--- src/rtl/cpu_pkg.sv ---
// Shared encodings for the Simple RISC Machine controller: states, opcodes,
// ALU operations, register/write-back selects and the control word.
package cpu_pkg;

  typedef enum logic [2:0] {
    ST_WAIT   = 3'd0,
    ST_DECODE = 3'd1,
    ST_GET_A  = 3'd2,
    ST_GET_B  = 3'd3,
    ST_EXEC   = 3'd4,
    ST_WR_REG = 3'd5,
    ST_WR_IMM = 3'd6
  } state_t;

  localparam logic [2:0] OPC_MOV = 3'b110;
  localparam logic [2:0] OPC_ALU = 3'b101;

  localparam logic [1:0] OP_MOV_REG = 2'b00;
  localparam logic [1:0] OP_MOV_IMM = 2'b10;
  localparam logic [1:0] OP_ADD     = 2'b00;
  localparam logic [1:0] OP_CMP     = 2'b01;
  localparam logic [1:0] OP_AND     = 2'b10;
  localparam logic [1:0] OP_MVN     = 2'b11;

  localparam logic [1:0] ALU_ADD  = 2'b00;
  localparam logic [1:0] ALU_SUB  = 2'b01;
  localparam logic [1:0] ALU_AND  = 2'b10;
  localparam logic [1:0] ALU_NOTB = 2'b11;

  localparam logic [2:0] SEL_NONE = 3'b000;
  localparam logic [2:0] SEL_RM   = 3'b001;
  localparam logic [2:0] SEL_RD   = 3'b010;
  localparam logic [2:0] SEL_RN   = 3'b100;

  localparam logic [1:0] VSEL_C   = 2'b00;
  localparam logic [1:0] VSEL_IMM = 2'b10;

  typedef struct packed {
    logic       w;
    logic [2:0] nsel;
    logic [1:0] vsel;
    logic       loada;
    logic       loadb;
    logic       loadc;
    logic       loads;
    logic       asel;
    logic       bsel;
    logic       write;
    logic [1:0] alu_op;
  } ctrl_t;

  localparam ctrl_t CTRL_IDLE = '0;

  // Where DECODE goes for each instruction; unknown encodings fall back to WAIT.
  function automatic state_t decode_target(input logic [2:0] opcode,
                                           input logic [1:0] op);
    state_t target;
    target = ST_WAIT;
    if (opcode == OPC_MOV) begin
      if (op == OP_MOV_IMM)      target = ST_WR_IMM;
      else if (op == OP_MOV_REG) target = ST_GET_B;
    end else if (opcode == OPC_ALU) begin
      if (op == OP_MVN) target = ST_GET_B;
      else              target = ST_GET_A;
    end
    return target;
  endfunction

  function automatic logic is_cmp(input logic [2:0] opcode,
                                  input logic [1:0] op);
    return (opcode == OPC_ALU) && (op == OP_CMP);
  endfunction

endpackage

--- src/rtl/cpu_ctrl_next.sv ---
// Combinational next-state logic for the cpu_ctrl sequencer.
module cpu_ctrl_next
  import cpu_pkg::*;
(
  input  state_t     state,
  input  logic       s,
  input  logic [2:0] opcode,
  input  logic [1:0] op,
  output state_t     next_state
);

  always_comb begin
    next_state = ST_WAIT;
    case (state)
      ST_WAIT:   next_state = s ? ST_DECODE : ST_WAIT;
      ST_DECODE: next_state = decode_target(opcode, op);
      ST_GET_A:  next_state = ST_GET_B;
      ST_GET_B:  next_state = ST_EXEC;
      // CMP only updates status, so it has nothing to write back
      ST_EXEC:   next_state = is_cmp(opcode, op) ? ST_WAIT : ST_WR_REG;
      ST_WR_REG: next_state = ST_WAIT;
      ST_WR_IMM: next_state = ST_WAIT;
      default:   next_state = ST_WAIT;
    endcase
  end

endmodule

--- src/rtl/cpu_ctrl.sv ---
// Multi-cycle control FSM for the Simple RISC Machine datapath: state
// register plus Moore output decode (opcode/op only matter in EXEC).
module cpu_ctrl
  import cpu_pkg::*;
(
  input  logic       clk,
  input  logic       reset,
  input  logic       s,
  input  logic [2:0] opcode,
  input  logic [1:0] op,
  output logic       w,
  output logic [2:0] nsel,
  output logic [1:0] vsel,
  output logic       loada,
  output logic       loadb,
  output logic       loadc,
  output logic       loads,
  output logic       asel,
  output logic       bsel,
  output logic       write,
  output logic [1:0] ALUop
);

  state_t state;
  state_t next_state;
  ctrl_t  ctrl;

  cpu_ctrl_next u_next (
    .state      (state),
    .s          (s),
    .opcode     (opcode),
    .op         (op),
    .next_state (next_state)
  );

  always_ff @(posedge clk) begin
    if (reset) state <= ST_WAIT;
    else       state <= next_state;
  end

  always_comb begin
    ctrl = CTRL_IDLE;
    case (state)
      ST_WAIT: ctrl.w = 1'b1;
      ST_GET_A: begin
        ctrl.nsel  = SEL_RN;
        ctrl.loada = 1'b1;
      end
      ST_GET_B: begin
        ctrl.nsel  = SEL_RM;
        ctrl.loadb = 1'b1;
      end
      ST_EXEC: begin
        // MOV Rd,Rm is computed as 0 + Rm with the A input forced to zero
        if (opcode == OPC_MOV) begin
          ctrl.asel   = 1'b1;
          ctrl.alu_op = ALU_ADD;
          ctrl.loadc  = 1'b1;
        end else if (is_cmp(opcode, op)) begin
          ctrl.alu_op = ALU_SUB;
          ctrl.loads  = 1'b1;
        end else begin
          ctrl.loadc = 1'b1;
          case (op)
            OP_ADD:  ctrl.alu_op = ALU_ADD;
            OP_AND:  ctrl.alu_op = ALU_AND;
            OP_MVN:  ctrl.alu_op = ALU_NOTB;
            default: ctrl.alu_op = ALU_SUB;
          endcase
        end
      end
      ST_WR_REG: begin
        ctrl.nsel  = SEL_RD;
        ctrl.vsel  = VSEL_C;
        ctrl.write = 1'b1;
      end
      ST_WR_IMM: begin
        ctrl.nsel  = SEL_RN;
        ctrl.vsel  = VSEL_IMM;
        ctrl.write = 1'b1;
      end
      default: ctrl = CTRL_IDLE;
    endcase
  end

  assign w     = ctrl.w;
  assign nsel  = ctrl.nsel;
  assign vsel  = ctrl.vsel;
  assign loada = ctrl.loada;
  assign loadb = ctrl.loadb;
  assign loadc = ctrl.loadc;
  assign loads = ctrl.loads;
  assign asel  = ctrl.asel;
  assign bsel  = ctrl.bsel;
  assign write = ctrl.write;
  assign ALUop = ctrl.alu_op;

  // Enable groups are mutually exclusive by construction
  always_ff @(posedge clk) begin
    if (!reset) begin
      assert (!(write && loadc));
      assert ($onehot0(nsel));
    end
  end

endmodule
--- config.mk ---
export PLATFORM = sky130hd
export DESIGN_NAME = cpu_ctrl
export DESIGN_NICKNAME = d
export VERILOG_FILES = /design/src/rtl/cpu_pkg.sv /design/src/rtl/cpu_ctrl_next.sv /design/src/rtl/cpu_ctrl.sv
export SDC_FILE = /design/constraint.sdc
export NUM_CORES = 1
export LEC_CHECK = 0
export BUFFER_PORTS_ARGS = -buffer_cell sky130_fd_sc_hd__buf_2
export CAP_MARGIN = 0
export CORE_AREA = 2 2 39 41
export CTS_BUF_LIST = sky130_fd_sc_hd__clkbuf_16
export DETAILED_ROUTE_END_ITERATION = 8
export DIE_AREA = 0 0 41 43
export GPL_TIMING_DRIVEN = 1
export PLACE_DENSITY_LB_ADDON = 0.1
export SLEW_MARGIN = 20
export SYNTH_ARGS = -nofsm -noshare
export SYNTH_HDL_FRONTEND = slang
export SYNTH_HIERARCHICAL = 1
export SYNTH_SLANG_ARGS = --single-unit
export TNS_END_PERCENT = 1
--- constraint.sdc ---
create_clock -name clk -period 3.3 [get_ports clk]
set_clock_uncertainty 0.1 [all_clocks]
set_input_delay 0.66 -clock clk [delete_from_list [all_inputs] [get_ports clk]]
set_output_delay 0.66 -clock clk [all_outputs]
set_load 0.02 [all_outputs]
# ---- Word level (Yosys, flattened, before mapping)
# Cells that the tools add are included.
# Widths: inputs -> output; s select.
dict set report totals {
  reg_bits 3
}
dict set report classes {
  n_eq_ne 11
  mux 24
  n_reduce_logical 5
}
# cell count
set ops {}
lappend ops {{$eq 3x3->1 const B} 5}
lappend ops {{$mux 3} 5}
lappend ops {{$pmux 3 s5} 1}
lappend ops {{$mux 1} 11}
lappend ops {{$mux 2} 5}
lappend ops {{$pmux 3 s3} 1}
lappend ops {{$eq 3x2->1 const B} 2}
lappend ops {{$pmux 2 s3} 1}
lappend ops {{$eq 2x2->1 const B} 2}
lappend ops {{$reduce_or 2->1} 2}
lappend ops {{$eq 3x1->1 const B} 1}
lappend ops {{$logic_not 3->1} 1}
lappend ops {{$eq 2x1->1 const B} 1}
lappend ops {{$logic_not 2->1} 1}
lappend ops {{$logic_and 1x1->1} 1}

# ---- Depth between registers and ports, before layout
# Gate-level depths: netlist of the first run.
dict set report logic_depth {
  word_depth 5
  ltp_mapped 4
  ltp_nobuf 4
}

# ---- Cells and area by module
# Netlist of the first run, hierarchy kept.
# mod n_inst cells_each area_each_um2 seq_area_each_um2
set modules_own_cells {}
lappend modules_own_cells {cpu_ctrl 1 28 240.2 60.1}
lappend modules_own_cells {cpu_ctrl_next 1 19 136.4 0.0}

# ---- Least setup slack after synthesis of the first run
# OpenSTA, ideal clock, no wires.
dict set report synth_timing {
  path_type {flip-flop to output port}
  start {reg state[2]}
  end {out ALUop[0]}
  arrival_ps 1411
  t_required_ps 2540
  path_slack_ps 1129
  stages_incl_launch_ff 3
  n_path_buf 0
  cell_sequence {dfxtp_1 or3b_4 nor3b_1}
}
dict set report synth_via {
  elab_chain_cells 2
}
# element line_no
set synth_lines {}
lappend synth_lines {{start, declared} cpu_ctrl.sv:24} ;# state_t state;
lappend synth_lines {{start signal, assigned} cpu_ctrl.sv:38} ;# else state <= next_state;
lappend synth_lines {{$eq 3x3->1} cpu_ctrl.sv:43} ;# case (state)
lappend synth_lines {{$mux 2} cpu_ctrl.sv:43}
lappend synth_lines {{end, declared} cpu_ctrl.sv:21} ;# output logic [1:0] ALUop
# No other way between the ends.

# ---- Worst setup path in the final report of the first run
dict set report layout_timing {
  start {reg state[2]}
  end {out loadc}
}
dict set report layout_via {
  elab_chain_cells 2
}
# element line_no
set layout_lines {}
lappend layout_lines {{$eq 3x3->1} cpu_ctrl.sv:43}
lappend layout_lines {{$mux 3} cpu_ctrl.sv:43}
lappend layout_lines {{end, declared} cpu_ctrl.sv:16} ;# output logic loadc,
# No other way between the ends.

==> reports/qor.csv, run 1 <==
metric,value,unit
status,finished clean,
synth_seq_cells,3,
seq_area_frac_synth,15.95,%
die_area,1763,um2
num_vias,422,
rsz0062_at_grt,no,
antenna_cells,0,
htree_levels,1,
post-synth-top-count-cell,nor2b_1,
max_freq,429.9,MHz
rows,14,
critPathLaunchType,register,
synthArstFlopShare,0,%
end_kind,output pin,
grt_start_max_net_pins,15,
hold_viol_final,0,
irDropWorstVdd,123.9,uV
clk_latency,0.22,ns
antenna_found_initial,0,
portBuffers,20,
dp_hpwl,668.2,um
power_leakage,0.0002804,uW
ys_top_cells_by_count,"nor2b_1, dfxtp_1, nor2_1, nor3b_1, o21ai_1",
finalCritPeriodShare,70.49,%
cp_max_fo,14,
regMostFlops,state,
yosysUniqueCellTypes,29,
grt_use_total,11.32,%
largest_register_ff_count,3,
cts_buffer_depth,2,
core,1384,um2
synth_top_area_cell,dfxtp_1,
synth_top_area_share,15.95,%
cts_setup_buffers,0,
setup_viol,0,
cts.clk_slew.worst_paths,0.03,ns
power_density,451.1,nW/um2
hold_class,in -> reg,
maxCapViolCount,0,
drt-initial-drc-count,0,
die_h,43,um
ys_warn_count,6,
synth_edf_count,0,
ys.flop_type,dfxtp_1,
synthCells,47,
yosys-top-cells-area,"dfxtp_1, nor2b_1, nor3b_1",
cts_resized,0,
largestRegisters,state (3),
critPathSlowestCell,dfxtp_1,
drv_slew,0,
synthesis.area,376.6,um2
period_minus_slack,2.326,ns
io_pins,23,
path_cells,"or3b_4, o21ba_4, buf_2",
cts_tree,done,
chipWidth,41,um
post-route-util,40.78,%
critPathMaxStageDelay,0.52,ns
required,2.54,ns
gr-total-overflow,0,
final_antenna_net_count,0,
grt_pass1_vias,348,
grt_pass1_wl,1407,um
area_growth,49.83,%
hold_buffers,0,
drive_gt1_share,41.43,%
nFillCells,157,
tns,0,ns
drc_errors,0,
drt_first_pass_iters,1,
gp_congestion,0.7180,
start_util,27.22,%
vias_per_cell,4.907,
clock_sinks,3,
cts_buffers,3,
path_class,reg -> out,
layout.nets,79,
syn-mean-instance-area,8.013,um2
routed_wirelength,901,um
critPathArrivalTime,1.57,ns
root_buffer,clkbuf_16,
wl_per_cell,10.48,um
-- worst max-delay path: cells and delay by family (launching register included) --
| kind | cells | cell delay [ns] |
|---|---|---|
| buffers and inverters | 1 | 0.15 |
| AO/OA/AOI/OAI | 1 | 0.22 |
| AND/OR/NAND/NOR | 1 | 0.45 |
| flip-flops | 1 | 0.52 |
-- layer usage --
| metal | track usage [%] | vias to the layer above | share of wire [%] |
|---|---|---|---|
| met4 | 6.000 | 0 | 0 |
| met5 | 0 | - | 0 |
| met3 | 1.571 | 0 | 4.7 |
| li1 | - | 216 | - |
| met2 | 17.19 | 13 | 49 |
| met1 | 14.70 | 193 | 47 |
-- final timing paths --
path                                          start             endpoint  slack, ns  cells past startpoint
worst min-delay path                          reset  state[1]$_SDFF_PP0_       0.53                      2
worst min register to register  state[0]$_SDFF_PP0_  state[1]$_SDFF_PP0_       0.61                      2
worst max register to register  state[2]$_SDFF_PP0_  state[2]$_SDFF_PP0_       1.67                      4
worst max-delay path            state[2]$_SDFF_PP0_                loadc       0.97                      3
-- stage by stage --
| step | cell area [um2] | cells | setup WS, ns | hold slack (ns) | power, uW |
|---|---|---|---|---|---|
| 2_1_floorplan | 380.4 | 48 | 1.129 | 0.5291 | 58.35 |
| 3_3_place_gp | 485.5 | 82 | 1.151 | 0.6158 | 67.95 |
| 3_5_place_dp | 485.5 | 82 | 1.160 | 0.6260 | 68.29 |
| 4_1_cts | 564.3 | 86 | 0.9611 | 0.5286 | 257.0 |
| 5_1_grt | 564.3 | 86 | 0.8360 | 0.5315 | 264.0 |
| 6_report | 564.3 | 86 | 0.9739 | 0.5261 | 254.6 |
-- report_power, final --
group / leakage [uW] / switching [uW] / total [uW] / internal (uW)
clock network: 0.0000423 / 30.9 / 187 / 156
logic: 0.000214 / 14.5 / 26.0 / 11.5
registers: 0.0000244 / 3.69 / 41.6 / 37.9
total: 0.000280 / 49.2 / 255 / 205
-- cell type report --
cell class                      instances  area [um2]  area share (%)
Sequential cell                         3       60.06           10.64
Timing Repair Buffer                   20       100.1           17.74
Multi-Input combinational cell         42       301.5           53.44
Clock buffer                            3       75.07           13.30
Clock inverter                          1       3.754          0.6652
Tap cell                               16       20.02           3.548
Inverter                                1       3.754          0.6652
-- layout by cell type (no fill, tap or decap) --
cell and count:
conb_1 2, o21ai_1 3, and3b_1 1, nor3_1 2
nand2_1 2, nand3b_1 1, a32oi_1 1, o21a_1 1
and2b_2 2, buf_2 20, a31o_1 1, and4bb_1 1
nand2b_1 1, or4bb_1 1, clkbuf_16 3, or3b_4 1
nand4_1 1, and4b_1 1, and2_2 1, nor2b_1 7
o21ba_4 1, dfxtp_1 3, o21ai_0 1, nor3b_1 3
nor2_1 3, or3b_1 1, nand4bb_1 1, and3b_2 1
inv_1 2, nor4b_1 1
-- kinds of logic after synthesis --
group           share of synthesized area, %
simple gates                           61.80
buf+inv                                4.981
compound gates                         16.28
flops                                  15.95
other cells                           0.9957
No activity file was read; power rests on OpenSTA's default activity.
==> run 2: changes to the inputs <==
--- a/config.mk
+++ b/config.mk
@@ -5,6 +5,7 @@
 export SDC_FILE = /design/constraint.sdc
 export NUM_CORES = 1
 export LEC_CHECK = 0
+export ABC_AREA = 1
 export BUFFER_PORTS_ARGS = -buffer_cell sky130_fd_sc_hd__buf_2
 export CAP_MARGIN = 0
 export CORE_AREA = 2 2 39 41
==> constraint.sdc (replaced) <==
create_clock -name clk -period 2.2 [get_ports clk]
set_clock_uncertainty 0.1 [all_clocks]
set_input_delay 0.44 -clock clk [delete_from_list [all_inputs] [get_ports clk]]
set_output_delay 0.44 -clock clk [all_outputs]
set_load 0.02 [all_outputs]
==> run 2 against run 1 <==
Effect of this change:
- sequential cell count did not move
- global-route usage rose by 1.5 points
- clock power increased by 55%
- clock-buffer cell count unchanged
- non-clock buffer count did not move
- synthesized area up 2.0%
- utilization increased by 0.54 points
- combinational power grew 110%
- synthesized cell count increased by 53%
- sequential share of layout area shrank 0.14 points
- largest cell class unchanged
==> reports/qor.csv, run 2 <==
metric,value,unit,change
critPathLaunchType,register,,unchanged
cp_max_fo,6,,was 14
cts_tree,done,,unchanged
final_antenna_net_count,0,,unchanged
largestRegisters,state (3),,unchanged
synthArstFlopShare,0,%,unchanged
maxCapViolCount,0,,unchanged
p_total,407.2,uW,was 254.6 uW
core,1384,um2,unchanged
nFillCells,162,,was 157
antenna_cells,0,,unchanged
dp_cells,107,,was 82
layout.nets,104,,was 79
grt_pass1_wl,1524,um,was 1407 um
layout_common_cells,"buf_2, nand2_1, nor2_1",,"was buf_2, nor2b_1"
die_h,43,um,unchanged
clk_latency,0.23,ns,was 0.22 ns
path_class,reg -> out,,unchanged
gp_congestion,0.6779,,was 0.7180
rows,14,,unchanged
gr-total-overflow,0,,unchanged
max_freq,548.0,MHz,
regMostFlops,state,,unchanged
critPathArrivalTime,1.28,ns,was 1.57 ns
portBuffers,20,,unchanged
syn-mean-instance-area,5.335,um2,was 8.013 um2
period_minus_slack,1.825,ns,
cts_resized,0,,unchanged
finalCritPeriodShare,82.95,%,
vias_per_cell,4.198,,was 4.907
power_density,712.2,nW/um2,was 451.1 nW/um2
hold_viol_final,0,,unchanged
stdcell_area,571.8,um2,was 564.3 um2
drv_slew,0,,unchanged
setup_viol,0,,unchanged
root_buffer,clkbuf_16,,unchanged
status,finished clean,,unchanged
routed_wirelength,927,um,was 901 um
synthCells,72,,was 47
hold_buffers,0,,unchanged
wl_per_cell,8.351,um,was 10.48 um
synth_edf_count,0,,unchanged
seq_area_frac_synth,15.64,%,was 15.95%
dp_hpwl,717.3,um,was 668.2 um
synth_top_area_cell,nand2_1,,was dfxtp_1
drt_first_pass_iters,3,,was 1
htree_levels,1,,unchanged
yosys-top-cells-area,"nand2_1, dfxtp_1, nor2_1",,"was dfxtp_1, nor2b_1, nor3b_1"
clock_sinks,3,,unchanged
area_growth,48.86,%,was 49.83%
irDropWorstVdd,320.5,uV,was 123.9 uV
num_vias,466,,was 422
synth_top_area_share,18.57,%,was 15.95%
required,1.66,ns,was 2.54 ns
ys_warn_count,6,,unchanged
mostFrequentLayoutCell,buf_2,,unchanged
drc_errors,0,,unchanged
cts_buffers,3,,unchanged
rsz0062_at_grt,no,,unchanged
finalNonFillerCells,111,,was 86
cts_buffer_depth,2,,unchanged
tns,0,ns,unchanged
io_pins,23,,unchanged
grt_use_total,12.85,%,was 11.32%
ys.flop_type,dfxtp_1,,unchanged
drive_gt1_share,36.84,%,was 41.43%
power_leakage,0.0003235,uW,was 0.0002804 uW
chipWidth,41,um,unchanged
placed_area,493.0,um2,was 485.5 um2
synth_seq_cells,3,,unchanged
yosysUniqueCellTypes,16,,was 29
grt_start_max_net_pins,10,,was 15
cts_setup_buffers,0,,unchanged
die_area,1763,um2,unchanged
post-synth-top-count-cell,nand2_1,,was nor2b_1
cts.clk_slew.worst_paths,0.03,ns,about the same
end_kind,output pin,,unchanged
hold_class,in -> reg,,unchanged
synthesis.area,384.1,um2,was 376.6 um2
largest_register_ff_count,3,,unchanged
antenna_found_initial,0,,unchanged
start_util,27.76,%,was 27.22%
drt-initial-drc-count,1,,was 0
ys_top_cells_by_count,"nand2_1, nor2_1, inv_1",,"was nor2b_1, dfxtp_1, nor2_1, nor3b_1, o21ai_1"
grt_pass1_vias,369,,was 348
[run 2: power breakdown]
part	switching [uW]	internal [uW]	leakage (uW)	total (uW)
registers	4.50	57.1	0.0000245	61.6
logic	36.7	19.0	0.000257	55.8
clock network	54.9	235	0.0000423	290
total	96.1	311	0.000324	407
[run 2: cells by family (layout without fill, tap and decap cells)]
kind of cell,count (synthesis),after routing,synth area share [%]
and+or+nand+nor,50,50,60.92
buffers and inverters,15,37,16.61
AOI/OAI and AO/OA,3,3,5.863
DFF,3,3,15.64
other,1,2,0.9763
[run 2: worst paths after layout]
| path | startpoint | endpoint | slack, ns | cells past startpoint |
|---|---|---|---|---|
| setup / recovery | state[1]$_SDFF_PP0_ | write | 0.38 | 5 |
| hold / removal | reset | state[1]$_SDFF_PP0_ | 0.30 | 2 |
| setup reg to reg | state[2]$_SDFF_PP0_ | state[0]$_SDFF_PP0_ | 0.94 | 7 |
| hold reg to reg | state[0]$_SDFF_PP0_ | state[2]$_SDFF_PP0_ | 0.57 | 4 |
[run 2: through the flow]
stage	hold slack (ns)	utilization [%]	worst slack (ns)
5_1_grt	0.3200	41.32	0.2459
6_report	0.3002	41.32	0.3750
4_1_cts	0.2981	41.32	0.3541
3_5_place_dp	0.5309	35.62	0.5923
3_3_place_gp	0.5304	35.62	0.5962
2_1_floorplan	0.4112	-	0.4247
[run 2: worst max-delay path, cell delays in order (launching register included)]
cell and delay [ns]:
dfxtp_1 0.48, inv_2 0.12, nor2_1 0.13, nand2_1 0.07
o21ai_0 0.08, buf_2 0.18
[run 2: layer usage]
metal | share of wire (%) | global-route usage (%) | wire length (um)
met1 | 46 | 16.40 | 422
met5 | 0 | 0 | 0
met4 | 0 | 6.000 | 0
met3 | 4.7 | 4.712 | 44
met2 | 50 | 18.44 | 460
[run 2: area by class of cell]
| class | count | area (um2) | share of cell area (%) |
|---|---|---|---|
| Tap cell | 16 | 20.02 | 3.501 |
| Inverter | 13 | 48.80 | 8.534 |
| Timing Repair Buffer | 20 | 100.1 | 17.51 |
| Sequential cell | 3 | 60.06 | 10.50 |
| Clock buffer | 3 | 75.07 | 13.13 |
| Multi-Input combinational cell | 55 | 264.0 | 46.17 |
| Clock inverter | 1 | 3.754 | 0.6565 |
